`src/rtl/register_alias_table.sv`:
```
// Register alias table: speculative map for Rename, retirement map from commit, flush recovery.
// Optional feature macro RAT_ZERO_REG_EN hardwires areg 0 to preg 0.
module register_alias_table #(
    parameter int RENAME_WIDTH = 2,
    parameter int COMMIT_WIDTH = 2,
    parameter int NUM_AREGS    = 32,
    parameter int NUM_PREGS    = 64,
    localparam int AW = $clog2(NUM_AREGS),
    localparam int PW = $clog2(NUM_PREGS)
) (
    input  logic                                   clk,
    input  logic                                   rst,
    input  logic [RENAME_WIDTH-1:0][1:0][AW-1:0]   rd_areg,
    output logic [RENAME_WIDTH-1:0][1:0][PW-1:0]   rd_preg,
    input  logic [RENAME_WIDTH-1:0]                wr_en,
    input  logic [RENAME_WIDTH-1:0][AW-1:0]        wr_areg,
    input  logic [RENAME_WIDTH-1:0][PW-1:0]        wr_preg,
    output logic [RENAME_WIDTH-1:0][PW-1:0]        old_preg,
    input  logic [COMMIT_WIDTH-1:0]                commit_en,
    input  logic [COMMIT_WIDTH-1:0][AW-1:0]        commit_areg,
    input  logic [COMMIT_WIDTH-1:0][PW-1:0]        commit_preg,
    input  logic                                   flush,
    output logic                                   ready
);

`ifdef RAT_ZERO_REG_EN
    localparam bit ZERO_REG = 1'b1;
`else
    localparam bit ZERO_REG = 1'b0;
`endif

    typedef enum logic {
        NORMAL  = 1'b0,
        RECOVER = 1'b1
    } state_t;

    state_t state;
    state_t state_next;

    logic [PW-1:0] spec_tbl [NUM_AREGS];
    logic [PW-1:0] ret_tbl  [NUM_AREGS];
    logic [PW-1:0] spec_next [NUM_AREGS];
    logic [PW-1:0] ret_next  [NUM_AREGS];

    function automatic logic is_zero(input logic [AW-1:0] areg);
        return ZERO_REG && (areg == '0);
    endfunction

    assign ready = !rst && (state == NORMAL) && !flush;

    always_comb begin
        for (int i = 0; i < RENAME_WIDTH; i++) begin
            for (int s = 0; s < 2; s++) begin
                rd_preg[i][s] = spec_tbl[rd_areg[i][s]];
                if (is_zero(rd_areg[i][s])) begin
                    rd_preg[i][s] = '0;
                end
            end
        end
    end

    // Older slots in the same group shadow the table value for younger slots.
    always_comb begin
        for (int i = 0; i < RENAME_WIDTH; i++) begin
            old_preg[i] = spec_tbl[wr_areg[i]];
            for (int j = 0; j < i; j++) begin
                if (wr_en[j] && (wr_areg[j] == wr_areg[i])) begin
                    old_preg[i] = wr_preg[j];
                end
            end
            if (is_zero(wr_areg[i])) begin
                old_preg[i] = '0;
            end
        end
    end

    always_comb begin
        ret_next = ret_tbl;
        for (int k = 0; k < COMMIT_WIDTH; k++) begin
            if (commit_en[k] && !is_zero(commit_areg[k])) begin
                ret_next[commit_areg[k]] = commit_preg[k];
            end
        end
    end

    // Recovery copies the retirement map with this cycle's commits already folded in.
    always_comb begin
        spec_next = spec_tbl;
        if (flush) begin
            spec_next = ret_next;
        end else if (state == NORMAL) begin
            for (int i = 0; i < RENAME_WIDTH; i++) begin
                if (wr_en[i] && !is_zero(wr_areg[i])) begin
                    spec_next[wr_areg[i]] = wr_preg[i];
                end
            end
        end
    end

    always_comb begin
        state_next = NORMAL;
        if (flush) begin
            state_next = RECOVER;
        end
    end

    always_ff @(posedge clk) begin
        if (rst) begin
            state <= NORMAL;
            for (int a = 0; a < NUM_AREGS; a++) begin
                spec_tbl[a] <= PW'(a);
                ret_tbl[a]  <= PW'(a);
            end
        end else begin
            state    <= state_next;
            spec_tbl <= spec_next;
            ret_tbl  <= ret_next;
        end
    end

endmodule

```
`config.mk`:
```
export PLATFORM = sky130hd
export DESIGN_NAME = register_alias_table
export DESIGN_NICKNAME = d
export VERILOG_FILES = /design/src/rtl/register_alias_table.sv
export SDC_FILE = /design/constraint.sdc
export NUM_CORES = 2
export LEC_CHECK = 0
export CAP_MARGIN = 20
export CORE_ASPECT_RATIO = 0.7
export CORE_MARGIN = 2
export CORE_UTILIZATION = 39
export DETAILED_ROUTE_END_ITERATION = 16
export PLACE_DENSITY = 0.54
export SKIP_LAST_GASP = 1
export SYNTH_ARGS = -nofsm -noshare
export SYNTH_HDL_FRONTEND = slang
export SYNTH_SLANG_ARGS = --single-unit
```
`constraint.sdc`:
```
create_clock -name clk -period 2.6 [get_ports clk]
set_clock_uncertainty 0.05 [all_clocks]
set_input_delay 0.52 -clock clk [delete_from_list [all_inputs] [get_ports clk]]
set_output_delay 0.52 -clock clk [all_outputs]
set_load 0.005 [all_outputs]
```
==> metrics.log <==
[metrics] final-report max-slew violation count: 0
[metrics] synth top area cells: sky130_fd_sc_hd__mux4_2, sky130_fd_sc_hd__dfxtp_1, sky130_fd_sc_hd__a221oi_1
[metrics] drt total wl: 191000 microns
[metrics] clock buffers created by TritonCTS: 41
[metrics] clock input transition at the sequential cells of the worst setup and hold paths: 0.07 ns
[metrics] power per cell area: 435 nW/um^2
[metrics] class of the most critical hold timing path: primary input to flip-flop
[metrics] filler instances: 6796
[metrics] pre-CTS setup slack: -0.986 ns
[metrics] DR pass1 iterations: 8
[metrics] failing checks: negative setup slack
[metrics] crit path time final: 3.29 ns
[metrics] cell area after synthesis: 30300 sq um
[metrics] pin count of the biggest net entering global routing: 176
[metrics] arrival time of data at the critical path endpoint: 2.72 ns
[metrics] area fraction of the dominant cell type after synthesis: 25.6%
[metrics] top cells by count, synth: sky130_fd_sc_hd__dfxtp_1, sky130_fd_sc_hd__mux4_2, sky130_fd_sc_hd__nor2_1
[metrics] distinct cell type count of the synthesized netlist: 77
[metrics] number of levels in the clock H-tree: 2
[metrics] Placement Rows: 85
[metrics] CTS tree: yes
[metrics] outcome: finished, violations left
[metrics] core area: 76900 sq um
[metrics] Post-Route Setup TNS: -20.29 ns
[metrics] initial standard-cell utilization of the core: 39.4%
[metrics] count of maximum capacitance violations: 0
[metrics] detailed router's first-iteration violation count: 6475
[metrics] final count of hold timing violations: 0
[metrics] Net count, final: 3756
[metrics] TritonCTS sink count: 385
[metrics] HPWL after DPL: 144000 microns
[metrics] cell taking the most area after synthesis: sky130_fd_sc_hd__mux4_2
[metrics] kind of start point of the critical path: flip-flop
[metrics] detail-routed net length per standard cell: 40.1 microns
[metrics] number of global-route vias before repair: 31733
[metrics] Die Outline Area: 79900 sq um
[metrics] synthesis-stage register bit count: 385
[metrics] grt ovf: 0
[metrics] proportion of synthesized flip-flops having asynchronous set or reset: 0%
[metrics] clock insertion delay at the later pin of the skew report: 0.60 ns
[metrics] setup repair after global routing missed its margin: yes
[metrics] Synth warnings: 0
[metrics] initial antenna violation count: 25
[metrics] Required @ worst endpoint: 2.03 ns
[metrics] routed vias: 34702
[metrics] chip width: 337 microns
[metrics] share of the yosys chip area belonging to registers: 25.5%
[metrics] clock root buffer: sky130_fd_sc_hd__clkbuf_16
[metrics] max-slew headroom at the worst pin: 34.1%
[metrics] port bufs: 107
[metrics] number of synthesized flops with an enable pin: 0
[metrics] Setup CP Type: flip-flop to primary output
[metrics] leakage: 16.0 nW
[metrics] Setup-failing EPs final: 36
[metrics] PnR worst setup slack: -0.690 ns
[metrics] largest fanout on the critical path: 7
[metrics] Max Clock Freq: 304 MHz
[metrics] remaining antenna violation count: 0
[metrics] cells after synthesis: 3110
[metrics] most numerous cell in the Yosys netlist: sky130_fd_sc_hd__dfxtp_1
[metrics] clock tree buffer depth: 3
[metrics] floorplan die height: 237 microns
[metrics] Tot GR Track Use: 46.7%
[metrics] Max IR drop VDD: 433 uV
[metrics] most common flop cell mapped by yosys: sky130_fd_sc_hd__dfxtp_1
[metrics] final worst path period share: 127%
[metrics] layout-stage area growth over the synthesis result: 36.1%
[metrics] final-layout worst hold slack: 0.155 ns
[metrics] Slew @ Worst Pin: 0.989 ns
[metrics] layout cells sized above 1: 43.7%
[metrics] final weighted congestion in routability-driven placement: 1.12
[metrics] post-synthesis net count: 3181
[metrics] critical path endpoint category: primary output
[metrics] Avg Synthesized Cell Area: 9.74 sq um
[metrics] number of vias per cell after detailed routing: 7.28
[metrics] number of DRC violations after detailed routing: 0
[metrics] I/O pin count: 108
[metrics] wire length of the first global-routing pass: 258000 microns
[final timing paths]
kind | slack, ns | start | cells past startpoint | end
setup / recovery | -0.69 | spec_tbl[65] | 6 | old_preg[11]
hold / removal | 0.16 | flush | 3 | spec_tbl[112]
setup reg to reg | 0.53 | state | 5 | spec_tbl[30]
hold reg to reg | 0.49 | ret_tbl[177] | 2 | ret_tbl[177]
[kinds of logic (layout without fill, tap and decap cells)]
logic type / Yosys count / after routing / share of synthesized area, %
AO/OA/AOI/OAI: 915 / 915 / 22.0
AND/OR/NAND/NOR: 820 / 820 / 13.9
multiplexers: 527 / 527 / 31.9
buffers and inverters: 458 / 1057 / 6.61
flip-flops: 385 / 385 / 25.5
XOR/XNOR: 5 / 5 / 0.145
other: 0 / 14 / 0
[sequential cells by signal, summed over array words and instances, names as in the netlist]
signal,flops
ret_tbl,192
spec_tbl,192
state,1
[power breakdown]
part / total [mW] / internal [mW] / switching [mW]
sequential: 6.65 / 6.08 / 0.565
clock: 5.87 / 3.14 / 2.73
combinational: 5.40 / 2.47 / 2.93
[layer usage]
metal / vias to the layer above / wire (microns) / track usage [%]
li1: 13438 / - / -
met1: 17315 / 73200 / 61.4
met2: 3253 / 72800 / 61.0
met3: 670 / 33100 / 26.2
met4: 26 / 11400 / 21.3
met5: - / 786 / 5.35
[repair_timing]
action	CTS	global route
hold buffers	0	0
setup buffers	47	28
endpoints found under the setup margin	36	45
pin swaps	19	13
resized for setup	526	45
gates cloned	2	0
[critical path, cell delays in order, from the launching register on]
cell and delay [ns]:
sky130_fd_sc_hd__dfxtp_1 0.60, sky130_fd_sc_hd__mux4_2 0.33, sky130_fd_sc_hd__nor2b_1 0.57, sky130_fd_sc_hd__o21ai_1 0.19, sky130_fd_sc_hd__o2111ai_1 0.11, sky130_fd_sc_hd__o22a_1 0.19, sky130_fd_sc_hd__buf_2 0.13
[through the flow]
step	cells	power [mW]	util, %	cell area [sq um]
after CTS	4729	17.5	53.1	40800
after floorplan	3110	8.79	-	30400
after global routing	4758	18.2	53.6	41200
final	4767	17.9	53.6	41200
after detailed placement	4615	11.6	49.7	38200
after global placement	4615	11.6	49.7	38200
[placed cells by master, fill, tap and decap left out, types with 30 or more instances in the layout]
cell type                         count
sky130_fd_sc_hd__o22ai_1            130
sky130_fd_sc_hd__o21ai_1             51
sky130_fd_sc_hd__o21ai_0             66
sky130_fd_sc_hd__a221oi_1           159
sky130_fd_sc_hd__mux2i_1            123
sky130_fd_sc_hd__a211oi_1            59
sky130_fd_sc_hd__buf_4              596
sky130_fd_sc_hd__or2_2               56
sky130_fd_sc_hd__a31o_1              30
sky130_fd_sc_hd__clkdlybuf4s50_1     53
sky130_fd_sc_hd__a211o_1             79
sky130_fd_sc_hd__or2_1               37
sky130_fd_sc_hd__nand2_1            195
sky130_fd_sc_hd__buf_6               72
sky130_fd_sc_hd__a21oi_1            161
sky130_fd_sc_hd__buf_12             159
sky130_fd_sc_hd__dfxtp_2             80
sky130_fd_sc_hd__dfxtp_4             96
sky130_fd_sc_hd__mux4_2             344
sky130_fd_sc_hd__dfxtp_1            209
sky130_fd_sc_hd__a22o_1              49
sky130_fd_sc_hd__clkbuf_16           41
sky130_fd_sc_hd__nand3_1            132
sky130_fd_sc_hd__nor2_1             270
sky130_fd_sc_hd__inv_1               84
[cell type report]
type	instances	area, sq um	share of cell area (%)
antenna	14	35.0	0.0850
clock buffer	59	1170	2.85
clock inverter	8	68.8	0.167
inverter	87	332	0.804
multi-input combinational	2267	20900	50.7
sequential	385	8170	19.8
tap	1044	1310	3.17
timing repair buffer	903	9240	22.4
Note: power is estimated with default switching activity, not from simulation.
